File: src/rtl/cmp_seq_n_if.sv
// Handshake/operand bundle for cmp_seq_n.
// Optional match counter signals exist only when CMP_MATCH_CNT_EN is defined.
interface cmp_seq_n_if #(
  parameter int unsigned WIDTH = 16,
  parameter int unsigned CNT_W = 8
) ();
  logic             start;
  logic [WIDTH-1:0] a;
  logic [WIDTH-1:0] b;
  logic             is_signed;
  logic             busy;
  logic             done;
  logic             aeqb;
  logic             agtb;
  logic             altb;
`ifdef CMP_MATCH_CNT_EN
  logic             clr_cnt;
  logic [CNT_W-1:0] match_cnt;
`endif

  // Requester side: drives operands, observes results.
  modport master (
    output start, a, b, is_signed,
`ifdef CMP_MATCH_CNT_EN
    output clr_cnt,
    input  match_cnt,
`endif
    input  busy, done, aeqb, agtb, altb
  );

  // Comparator side.
  modport slave (
    input  start, a, b, is_signed,
`ifdef CMP_MATCH_CNT_EN
    input  clr_cnt,
    output match_cnt,
`endif
    output busy, done, aeqb, agtb, altb
  );
endinterface

File: src/rtl/cmp_seq_n.sv
// Multi-cycle MSB-first magnitude/equality comparator with early termination.
// Compares SLICE bits per clock; signed mode flips operand MSBs (offset binary)
// so one unsigned datapath serves both modes.
// Optional feature macro: CMP_MATCH_CNT_EN (saturating count of equal results).
module cmp_seq_n #(
  parameter int unsigned WIDTH = 16,
  parameter int unsigned SLICE = 4,
  parameter int unsigned CNT_W = 8
) (
  input  logic         clk,
  input  logic         rst_n,
  cmp_seq_n_if.slave   bus
);

  localparam int unsigned NumSlices = WIDTH / SLICE;
  localparam int unsigned IdxW      = (NumSlices > 1) ? $clog2(NumSlices) : 1;

  typedef enum logic [0:0] {StIdle, StRun} state_e;

  state_e           state_q, state_d;
  logic [WIDTH-1:0] a_sh_q, a_sh_d;
  logic [WIDTH-1:0] b_sh_q, b_sh_d;
  logic [IdxW-1:0]  idx_q, idx_d;
  logic             done_q, done_d;
  logic             aeqb_q, aeqb_d;
  logic             agtb_q, agtb_d;
  logic             altb_q, altb_d;
  logic [WIDTH-1:0] a_cap, b_cap;
  logic [SLICE-1:0] slice_a, slice_b;
  logic             eq_done;

  assign slice_a = a_sh_q[WIDTH-1 -: SLICE];
  assign slice_b = b_sh_q[WIDTH-1 -: SLICE];

  // Operand capture with MSB flip in signed mode.
  always_comb begin
    a_cap = bus.a;
    b_cap = bus.b;
    a_cap[WIDTH-1] = bus.a[WIDTH-1] ^ bus.is_signed;
    b_cap[WIDTH-1] = bus.b[WIDTH-1] ^ bus.is_signed;
  end

  // Next-state: accept in idle, one slice compare per cycle in run.
  always_comb begin
    state_d = state_q;
    a_sh_d  = a_sh_q;
    b_sh_d  = b_sh_q;
    idx_d   = idx_q;
    done_d  = 1'b0;
    aeqb_d  = aeqb_q;
    agtb_d  = agtb_q;
    altb_d  = altb_q;
    eq_done = 1'b0;
    unique case (state_q)
      StIdle: begin
        if (bus.start) begin
          a_sh_d  = a_cap;
          b_sh_d  = b_cap;
          idx_d   = '0;
          state_d = StRun;
        end
      end
      StRun: begin
        if (slice_a > slice_b) begin
          {aeqb_d, agtb_d, altb_d} = 3'b010;
          done_d  = 1'b1;
          state_d = StIdle;
        end else if (slice_a < slice_b) begin
          {aeqb_d, agtb_d, altb_d} = 3'b001;
          done_d  = 1'b1;
          state_d = StIdle;
        end else if (idx_q == IdxW'(NumSlices - 1)) begin
          {aeqb_d, agtb_d, altb_d} = 3'b100;
          done_d  = 1'b1;
          eq_done = 1'b1;
          state_d = StIdle;
        end else begin
          a_sh_d = a_sh_q << SLICE;
          b_sh_d = b_sh_q << SLICE;
          idx_d  = idx_q + IdxW'(1);
        end
      end
      default: state_d = StIdle;
    endcase
  end

  // State and result registers.
  always_ff @(posedge clk or negedge rst_n) begin
    if (!rst_n) begin
      state_q <= StIdle;
      a_sh_q  <= '0;
      b_sh_q  <= '0;
      idx_q   <= '0;
      done_q  <= 1'b0;
      aeqb_q  <= 1'b0;
      agtb_q  <= 1'b0;
      altb_q  <= 1'b0;
    end else begin
      state_q <= state_d;
      a_sh_q  <= a_sh_d;
      b_sh_q  <= b_sh_d;
      idx_q   <= idx_d;
      done_q  <= done_d;
      aeqb_q  <= aeqb_d;
      agtb_q  <= agtb_d;
      altb_q  <= altb_d;
    end
  end

  assign bus.busy = (state_q == StRun);
  assign bus.done = done_q;
  assign bus.aeqb = aeqb_q;
  assign bus.agtb = agtb_q;
  assign bus.altb = altb_q;

`ifdef CMP_MATCH_CNT_EN
  logic [CNT_W-1:0] match_cnt_q, match_cnt_d;

  // Saturating equal-result counter; clear wins over a coincident increment.
  always_comb begin
    match_cnt_d = match_cnt_q;
    if (bus.clr_cnt) begin
      match_cnt_d = '0;
    end else if (eq_done && (match_cnt_q != {CNT_W{1'b1}})) begin
      match_cnt_d = match_cnt_q + CNT_W'(1);
    end
  end

  // Counter register.
  always_ff @(posedge clk or negedge rst_n) begin
    if (!rst_n) begin
      match_cnt_q <= '0;
    end else begin
      match_cnt_q <= match_cnt_d;
    end
  end

  assign bus.match_cnt = match_cnt_q;
`endif

endmodule
File: src/flat_wrapper.sv
// flat-port wrapper written by rule: the top's interface ports become plain ports
module cmp_seq_n_flat 
#(
  parameter int unsigned WIDTH = 16,
  parameter int unsigned SLICE = 4,
  parameter int unsigned CNT_W = 8
)
  (clk, rst_n, bus_start, bus_a, bus_b, bus_is_signed, bus_busy, bus_done, bus_aeqb, bus_agtb, bus_altb);
  cmp_seq_n_if #(.WIDTH(WIDTH), .CNT_W(CNT_W)) bus_i ();
  input  logic clk;
  input  logic rst_n;
  input wire logic [$bits(bus_i.start)-1:0] bus_start;
  input wire logic [$bits(bus_i.a)-1:0] bus_a;
  input wire logic [$bits(bus_i.b)-1:0] bus_b;
  input wire logic [$bits(bus_i.is_signed)-1:0] bus_is_signed;
  output wire logic [$bits(bus_i.busy)-1:0] bus_busy;
  output wire logic [$bits(bus_i.done)-1:0] bus_done;
  output wire logic [$bits(bus_i.aeqb)-1:0] bus_aeqb;
  output wire logic [$bits(bus_i.agtb)-1:0] bus_agtb;
  output wire logic [$bits(bus_i.altb)-1:0] bus_altb;
  assign bus_i.start = bus_start;
  assign bus_i.a = bus_a;
  assign bus_i.b = bus_b;
  assign bus_i.is_signed = bus_is_signed;
  assign bus_busy = bus_i.busy;
  assign bus_done = bus_i.done;
  assign bus_aeqb = bus_i.aeqb;
  assign bus_agtb = bus_i.agtb;
  assign bus_altb = bus_i.altb;
  cmp_seq_n #(.WIDTH(WIDTH), .SLICE(SLICE), .CNT_W(CNT_W)) u_core (.clk(clk), .rst_n(rst_n), .bus(bus_i));
endmodule
File: config.mk
export PLATFORM = sky130hd
export DESIGN_NAME = cmp_seq_n_flat
export DESIGN_NICKNAME = d
export VERILOG_FILES = /design/src/rtl/cmp_seq_n_if.sv /design/src/rtl/cmp_seq_n.sv /design/src/flat_wrapper.sv
export SDC_FILE = /design/constraint.sdc
export NUM_CORES = 1
export LEC_CHECK = 0
export CORE_ASPECT_RATIO = 0.6
export CORE_MARGIN = 3
export CORE_UTILIZATION = 55
export CTS_CLUSTER_SIZE = 25
export DETAILED_ROUTE_END_ITERATION = 8
export DONT_BUFFER_PORTS = 1
export PLACE_DENSITY = 0.7
export SLEW_MARGIN = 5
export SYNTH_ARGS = -nofsm -noshare
export SYNTH_HDL_FRONTEND = slang
export SYNTH_SLANG_ARGS = --single-unit
File: constraint.sdc
create_clock -name clk -period 2.8 [get_ports clk]
set_input_delay 0.28 -clock clk [delete_from_list [all_inputs] [get_ports clk]]
set_output_delay 0.28 -clock clk [all_outputs]
set_load 0.05 [all_outputs]
======== Word level (Yosys, flattened, before mapping) ========
Cells that the tools add are included.
W data, S select, Z words.
storage, ports and cells
  register bits after elaboration ......... 39
  input bits .............................. 36
  output and inout port bits .............. 5
  logic and storage cells ................. 54
operators by class
  $add $sub $neg .......................... 1
  $lt $le $gt $ge ......................... 2
  equal/unequal tests ..................... 5
  mux-type cells .......................... 32
  bitwise gates (word level) .............. 3
  reduce and logical (&&, ||, !) cells .... 3
operators by type and width
  operator               count
  $mux W16               8
  $pmux W16 S2           2
  $mux W1                16
  $mux W2                4
  $ne A2 B2 Y1 const B   4
  $gt A4 B4 Y1           1
  $lt A4 B4 Y1           1
  $pmux W2 S2            1
  $reduce_and A4 Y1      1
  $reduce_bool A3 Y1     1
  $add A2 B1 Y2 const B  1
  $eq A2 B2 Y1 const B   1
  $pmux W1 S2            1
  $reduce_and A2 Y1      1
  $xor A1 B1 Y1          2
  $not A1 Y1             1

======== Longest topological paths before layout ========
Gate-level depths: netlist of run 1.
  word-level depth ........................ 5
  gate-level depth with buffers ........... 8
  mapped depth without buffers ............ 6

======== Worst setup path after synthesis of run 1 ========
No wires, ideal clock.
  path type ............................... register to register
  start ................................... reg u_core.a_sh_q[15]
  end ..................................... reg u_core.a_sh_q[4]
  library setup time ...................... 0.123 ns
  data arrival time ....................... 1.938 ns
  required time ........................... 2.677 ns
  path slack .............................. 0.739 ns
  stages on the path, launching flop included .. 8
  buffers on the path ..................... 2
  clock period less this slack ............ 2.061 ns
  cell sequence ........................... dfrtp_1 ha_1 a21oi_2 or3b_4 a31o_1 buf_6 buf_6 o221a_1
on the way
  word-level cells in the longest chain between the ends .. 3
  elaborated cells on any way between the ends .. 5
  those cells by class .................... order compare: 2; eq/ne: 2; reduce/logical: 1
ends and longest elaborated chain
  what                                                 RTL line                          source
  start: declaration                                   cmp_seq_n.sv:21                   logic [WIDTH-1:0] a_sh_q, a_sh_d;
  start signal: assignment                             cmp_seq_n.sv:100                  a_sh_q <= a_sh_d;
  $gt A4 B4 Y1 / $lt A4 B4 Y1 (equally long branches)  cmp_seq_n.sv:64, cmp_seq_n.sv:68
  $ne A2 B2 Y1 (no line)                               n/a
  $reduce_and A4 Y1 (no line) *                        n/a
Every way passes the cells marked *; elsewhere a longest branch is shown, timed or not.
A chain may end at the register's enable or synchronous reset.

======== Worst setup path after layout of run 1 ========
  start ................................... reg u_core.b_sh_q[15]
  end ..................................... reg u_core.b_sh_q[4]
on the way
  word-level cells in the longest chain between the ends .. 3
  elaborated cells on any way between the ends .. 5
  those cells by class .................... order compare: 2; eq/ne: 2; reduce/logical: 1
ends and longest elaborated chain
  what                                                 RTL line                          source
  start: declaration                                   cmp_seq_n.sv:22                   logic [WIDTH-1:0] b_sh_q, b_sh_d;
  start signal: assignment                             cmp_seq_n.sv:101                  b_sh_q <= b_sh_d;
  $gt A4 B4 Y1 / $lt A4 B4 Y1 (equally long branches)  cmp_seq_n.sv:64, cmp_seq_n.sv:68
  $ne A2 B2 Y1 (no line)                               n/a
  $reduce_and A4 Y1 (no line) *                        n/a
Marked as above.

==> results by group, run 1 <==
Global route
  • Grt total ovfl: 0
  • Largest net degree at the start of global routing: 40
  • Gr usage total: 0.191
  • Vias in the first global route: 1250
  • First-pass GRT wire length: 5.84 mm
  • Initial antenna violation count: 0

Synthesis
  • Cell taking the most area after synthesis: dfrtp_1
  • Syn. warnings: 0
  • Count of unique library cells instantiated by Yosys: 27
  • Mapped Cells: 161
  • Mapped Avg Cell Area: 11.3 um^2
  • Syn Nets: 202
  • Synth cell count leaders: dfrtp_1 (39), nand2b_1 (23), nand2_1 (21), o221a_1 (16)
  • Number of synthesized register bits: 39
  • Top-count cell post-synth: dfrtp_1
  • Most area-consuming cells after synthesis: dfrtp_1 (54%), o221a_1 (9.9%), nand2b_1 (7.9%)
  • Main synth FF type: dfrtp_1
  • Seq/Total Area, Yosys: 0.535
  • Area of the mapped netlist: 1820 um^2
  • Share of the synthesized area in the top cell type: 0.535
  • Post-synth EDFFs: 0
  • Fraction of registers with async set/reset: 1.00

Setup path
  • Critical path, cell by cell: inv_1 -> ha_1 -> a21oi_2 -> or3b_4 -> a31o_1 -> o221a_2
  • Worst setup EP type: flip-flop
  • Critical path class: reg -> reg
  • Critical-path top delay cell: a31o_1
  • Crit-path max FO: 26
  • CP arrival: 2570 ps
  • Worst EP required: 2970 ps
  • CP max stage delay: 530 ps
  • CP startpoint kind: flip-flop

CTS
  • CTS max path bufs: 2
  • H-tree depth: 2
  • CTS Buf Count: 5
  • Clock Pin Slew Worst Setup and Hold Paths: 70 ps
  • CTS tree: built
  • Clk_lat worst skew: 290 ps
  • Post-CTS setup buffers: 0
  • CTS root buf: clkbuf_8
  • Sink Count: 39

STA
  • Slew headroom: 0.415
  • Worst-margin pin slew: 877 ps
  • Tmin final: 2390 ps
  • Finish-stage setup viols: 0
  • Fmax: 418 MHz
  • Final hold vios: 0
  • Setup TNS Final: 0 ps
  • Slew Viols, Final: 0
  • RSZ-0062 raised after global routing: false
  • Crit share post-route: 0.855
  • Worst-case clock skew: 7.13 ps

Routing
  • 1st-iter DRT viols: 81
  • Routed WL: 3.51 mm
  • DRC Markers: 0
  • DR WL met3: 212 um
  • Routed length on met1: 1.72 mm
  • Vias: 1235
  • Routed WL per cell: 17.1 um
  • Via/cell ratio: 6.00
  • Met2 wire length: 1.54 mm
  • Drt pass-1 iters: 4
  • Antenna viol nets, final: 0
  • Uppermost layer routed: met4

Floorplanning
  • Starting Density: 0.603
  • Die ar.: 4060 um^2
  • # IOs: 41
  • Die Ht: 50.6 um
  • CORE AREA: 3020 um^2
  • Die W: 80.3 um
  • Row cnt: 15

Place
  • GPL Wtd Cong: 0.790
  • Post-DP Area: 1840 um^2
  • DPL Wire Length: 2.39 mm
  • Port Buffers: 0
  • DP Cell Count: 196

Min path
  • HP Class: in -> reg

Job
  • Max Cap Viol: 0

Cells and area
  • Layout cells sized above 1: 0.116
  • Antenna diode count: 0
  • Cell Count, Final, Fillers Out: 206
  • Fill cells: 248
  • Post-route design area: 1950 um^2
  • Nets@finish: 204
  • Area delta synth->final: 6.93%

Pwr
  • Overall power: 0.00207 W
  • Leakage: 0.836 nW
  • Worst-case vdd ir drop: 477 uV
  • Pwr Density: 1060 nW/um^2

Outcome
  • Status: finished, final reports clean
[state kept, by name, summed over array words and instances, names as in the netlist]
| signal | flops |
|---|---|
| u_core.bus.done | 1 |
| u_core.bus.agtb | 1 |
| u_core.idx_q | 2 |
| u_core.a_sh_q | 16 |
| u_core.bus.aeqb | 1 |
| u_core.bus.busy | 1 |
| u_core.b_sh_q | 16 |
| u_core.bus.altb | 1 |
[worst max-delay path, delay by kind of cell (launching register included)]
family          cells  cell delay (ps)
buf+inv             1               60
compound gates      3             1120
simple gates        1              430
flops               1              330
fa+ha+maj           1              330
[path summary, 6_finish.rpt]
path / from / cells after the start / slack [ps] / to
min in group asynchronous: rst_n / 2 / 450 / u_core.b_sh_q[9]
max in group asynchronous: rst_n / 2 / 2170 / u_core.a_sh_q[0]
hold / removal: bus_a[0] / 2 / 110 / u_core.a_sh_q[0]
hold reg to reg: u_core.idx_q[0] / 1 / 480 / u_core.idx_q[0]
setup / recovery: u_core.b_sh_q[15] / 6 / 410 / u_core.b_sh_q[4]
setup reg to reg: u_core.b_sh_q[15] / 6 / 410 / u_core.b_sh_q[4]
[cell usage in the layout (no fill, tap or decap)]
| cell | n |
|---|---|
| clkinv_2 | 1 |
| a21o_1 | 2 |
| nand3_1 | 1 |
| nand2b_1 | 23 |
| clkbuf_1 | 2 |
| buf_4 | 3 |
| a21oi_1 | 3 |
| dfrtp_1 | 39 |
| o211ai_1 | 1 |
| and3_1 | 1 |
| or3b_4 | 1 |
| xor2_1 | 2 |
| nor2b_2 | 1 |
| o221ai_1 | 2 |
| nor2b_1 | 1 |
| a22oi_1 | 1 |
| nand2_1 | 21 |
| nand4_1 | 1 |
| o21ai_0 | 9 |
| clkbuf_8 | 5 |
| mux2i_1 | 2 |
| o221a_1 | 16 |
| dlygate4sd3_1 | 1 |
| ha_1 | 5 |
| inv_1 | 9 |
| o221a_2 | 6 |
| buf_12 | 1 |
| a32o_1 | 1 |
| a31o_1 | 1 |
| a21oi_2 | 1 |
| nor2_1 | 1 |
[cells by family after synthesis]
logic type | after synthesis | share of synthesized area
AOI/OAI and AO/OA | 43 | 0.210
xor gates and xnor gates | 2 | 0.00961
adders and majority gates | 5 | 0.0343
buffers and inverters | 19 | 0.0528
DFF | 39 | 0.535
muxes | 2 | 0.0110
and+or+nand+nor | 51 | 0.147
[metal layers]
layer,track usage,vias to the layer above
met2,0.275,41
met4,0.0787,0
met1,0.261,606
met3,0.0681,6
li1,-,582
met5,0,-
[final cells by class]
cell class              count  area, um^2  share of cell area
repair buffers              5        52.6              0.0270
multi-input cells         103         753               0.386
flip-flops and latches     39         976               0.501
well taps                  42        52.6              0.0270
clock buffers               7        76.3              0.0392
clock inverters             1        5.00             0.00257
inverters                   9        33.8              0.0173
[report_power, final]
group          internal [W]  switching (W)
clock network      0.000175       0.000184
registers          0.000809       0.000229
logic              0.000317       0.000353
[through the flow]
step | setup WS, ps | util | hold slack [ps]
3_5_place_dp | 440 | 0.608 | -14.7
5_1_grt | 203 | 0.645 | 112
3_3_place_gp | 501 | 0.608 | -14.6
6_report | 406 | 0.645 | 111
4_1_cts | 426 | 0.645 | 105
2_1_floorplan | 739 | - | -15.6
[what timing repair did]
| action | CTS | global route |
|---|---|---|
| endpoints found under the hold margin | 39 | 0 |
| hold buffers | 2 | 0 |
| resized for setup | 0 | 0 |
Power figures use the tool's default switching activity.
==> run 2, diff against run 1 <==
CORE_MARGIN = not set   (was 3)
==> results by group, run 2 (synthesis results as in run 1) <==
Outcome
  • Status: finished, final reports clean

Place
  • GPL Wtd Cong: 0.812 (+2.8%)
  • Port Buffers: 0 (unchanged)
  • DPL Wire Length: 2.44 mm (+2.1%)
  • Post-Place Setup Slack: 425 ps (-14.9 ps)

Global route
  • Largest net degree at the start of global routing: 40 (unchanged)
  • Vias in the first global route: 1171 (-6.3%)
  • Gr usage total: 0.232 (+0.0412)
  • First-pass GRT wire length: 5.86 mm (+0.24%)
  • Initial antenna violation count: 0 (unchanged)
  • Grt total ovfl: 0 (unchanged)

STA
  • Slew headroom: 0.371 (-0.0443)
  • Setup ws final: 371 ps (-34.7 ps)
  • Crit share post-route: 0.867 (+0.0124)
  • Worst-margin pin slew: 944 ps (+66.4 ps)
  • Tmin final: 2430 ps (+34.7 ps)
  • RSZ-0062 raised after global routing: false
  • Fmax: 412 MHz (-1.4%)
  • Slew Viols, Final: 0 (unchanged)
  • Finish-stage setup viols: 0 (unchanged)
  • Setup TNS Final: 0 ps (unchanged)
  • Final hold vios: 0 (unchanged)
  • Worst-case clock skew: 6.08 ps (-1.05 ps)

Routing
  • DRC Markers: 0 (unchanged)
  • Via/cell ratio: 6.03 (+0.65%)
  • Drt pass-1 iters: 4 (unchanged)
  • Routed WL: 3.72 mm (+5.9%)
  • Routed WL per cell: 18.1 um (+5.9%)
  • Antenna viol nets, final: 0 (unchanged)
  • 1st-iter DRT viols: 103 (+27%)
  • Vias: 1243 (+0.65%)

Cells and area
  • Fin util: 0.649 (+0.00403)
  • Nets@finish: 204 (unchanged)
  • Layout cells sized above 1: 0.116 (unchanged)
  • Area delta synth->final: 6.93% (unchanged)
  • Most common library cell in the layout ignoring fill and taps: dfrtp_1
  • Top Registers: u_core.a_sh_q: 16 flops, u_core.b_sh_q: 16 flops, u_core.idx_q: 2 flops
  • Antenna diode count: 0 (unchanged)
  • Most frequent cells in the layout: dfrtp_1 (39), nand2b_1 (23), nand2_1 (21)

Floorplanning
  • Row cnt: 15 (unchanged)
  • CORE AREA: 3000 um^2 (-0.62%)
  • Starting Density: 0.607 (+0.00377)
  • # IOs: 41 (unchanged)
  • Die Ht: 46.6 um (-7.9%)
  • Die W: 76.3 um (-5.0%)
  • Die ar.: 3560 um^2 (-12%)

Setup path
  • CP startpoint kind: flip-flop
  • Critical path class: reg -> reg
  • Worst EP required: 2980 ps (about the same)
  • Crit-path max FO: 26 (unchanged)
  • CP arrival: 2610 ps (+40 ps)
  • Worst setup EP type: flip-flop

Min path
  • HP Class: in -> reg

CTS
  • CTS tree: built
  • Clk_lat worst skew: 290 ps (about the same)
  • Clock Pin Slew Worst Setup and Hold Paths: 70 ps (about the same)
  • H-tree depth: 2 (unchanged)
  • CTS root buf: clkbuf_8
  • CTS Buf Count: 5 (unchanged)
  • Sink Count: 39 (unchanged)
  • CTS max path bufs: 2 (unchanged)

Pwr
  • Pwr Density: 1080 nW/um^2 (+1.5%)
  • Overall power: 0.00210 W (+1.5%)
  • Leakage: 0.836 nW (unchanged)
  • Worst-case vdd ir drop: 451 uV (-5.3%)

Job
  • Max Cap Viol: 0 (unchanged)
==> run 2: cell counts in the layout (fill, tap and decap cells not counted) <==
Identical to the previous run, type by type.
==> run 2: final cells by class <==
class / count / area, um^2
inverters: 9 / 33.8
repair buffers: 5 / 52.6
clock buffers: 7 / 76.3
clock inverters: 1 / 5.00
multi-input cells: 103 / 753
flip-flops and latches: 39 / 976
fillers: 230 / 1050
well taps: 42 / 52.6
==> run 2: metal layers <==
layer / share of wire / vias to the layer above / global-route usage
met2: 0.44 / 41 / 0.364
met3: 0.062 / 7 / 0.0693
met4: 0.016 / 0 / 0.104
li1: - / 582 / -
met5: 0 / - / 0
met1: 0.48 / 613 / 0.306
==> run 2: power breakdown <==
part | leakage (nW) | internal (W) | switching [W]
combinational | 0.339 | 0.000318 | 0.000373
sequential | 0.455 | 0.000809 | 0.000232
clock | 0.0422 | 0.000175 | 0.000191
==> run 2: repair_timing <==
item | 4_1_cts | 5_1_grt
resized for setup | 0 | 0
buffers inserted | 0 | 0
hold buffers | 2 | 0
endpoints found under the hold margin | 39 | 0
==> run 2: critical path: stages (launching register included) <==
cell and delay, ps:
dfrtp_1 390, ha_1 320, a21oi_2 220, or3b_4 430, a31o_1 550, o221a_2 390
==> run 2: path summary, 6_finish.rpt <==
path	cells after the start	slack, ps	endpoint	startpoint
max	5	370	u_core.b_sh_q[12]	u_core.a_sh_q[15]
min	2	100	u_core.a_sh_q[3]	bus_a[3]
max reg2reg	5	370	u_core.b_sh_q[12]	u_core.a_sh_q[15]
min reg2reg	1	480	u_core.idx_q[0]	u_core.idx_q[0]
max in group asynchronous	2	2160	u_core.bus.busy	rst_n
min in group asynchronous	2	440	u_core.b_sh_q[7]	rst_n
==> run 2: metrics by stage <==
step	hold WS (ps)	cells	cell area (um^2)
floorplan	-15.6	161	1820
finish	105	206	1950
CTS	97.4	206	1950
global route	110	206	1950
detailed placement	-15.1	196	1840
global placement	-15.0	196	1840
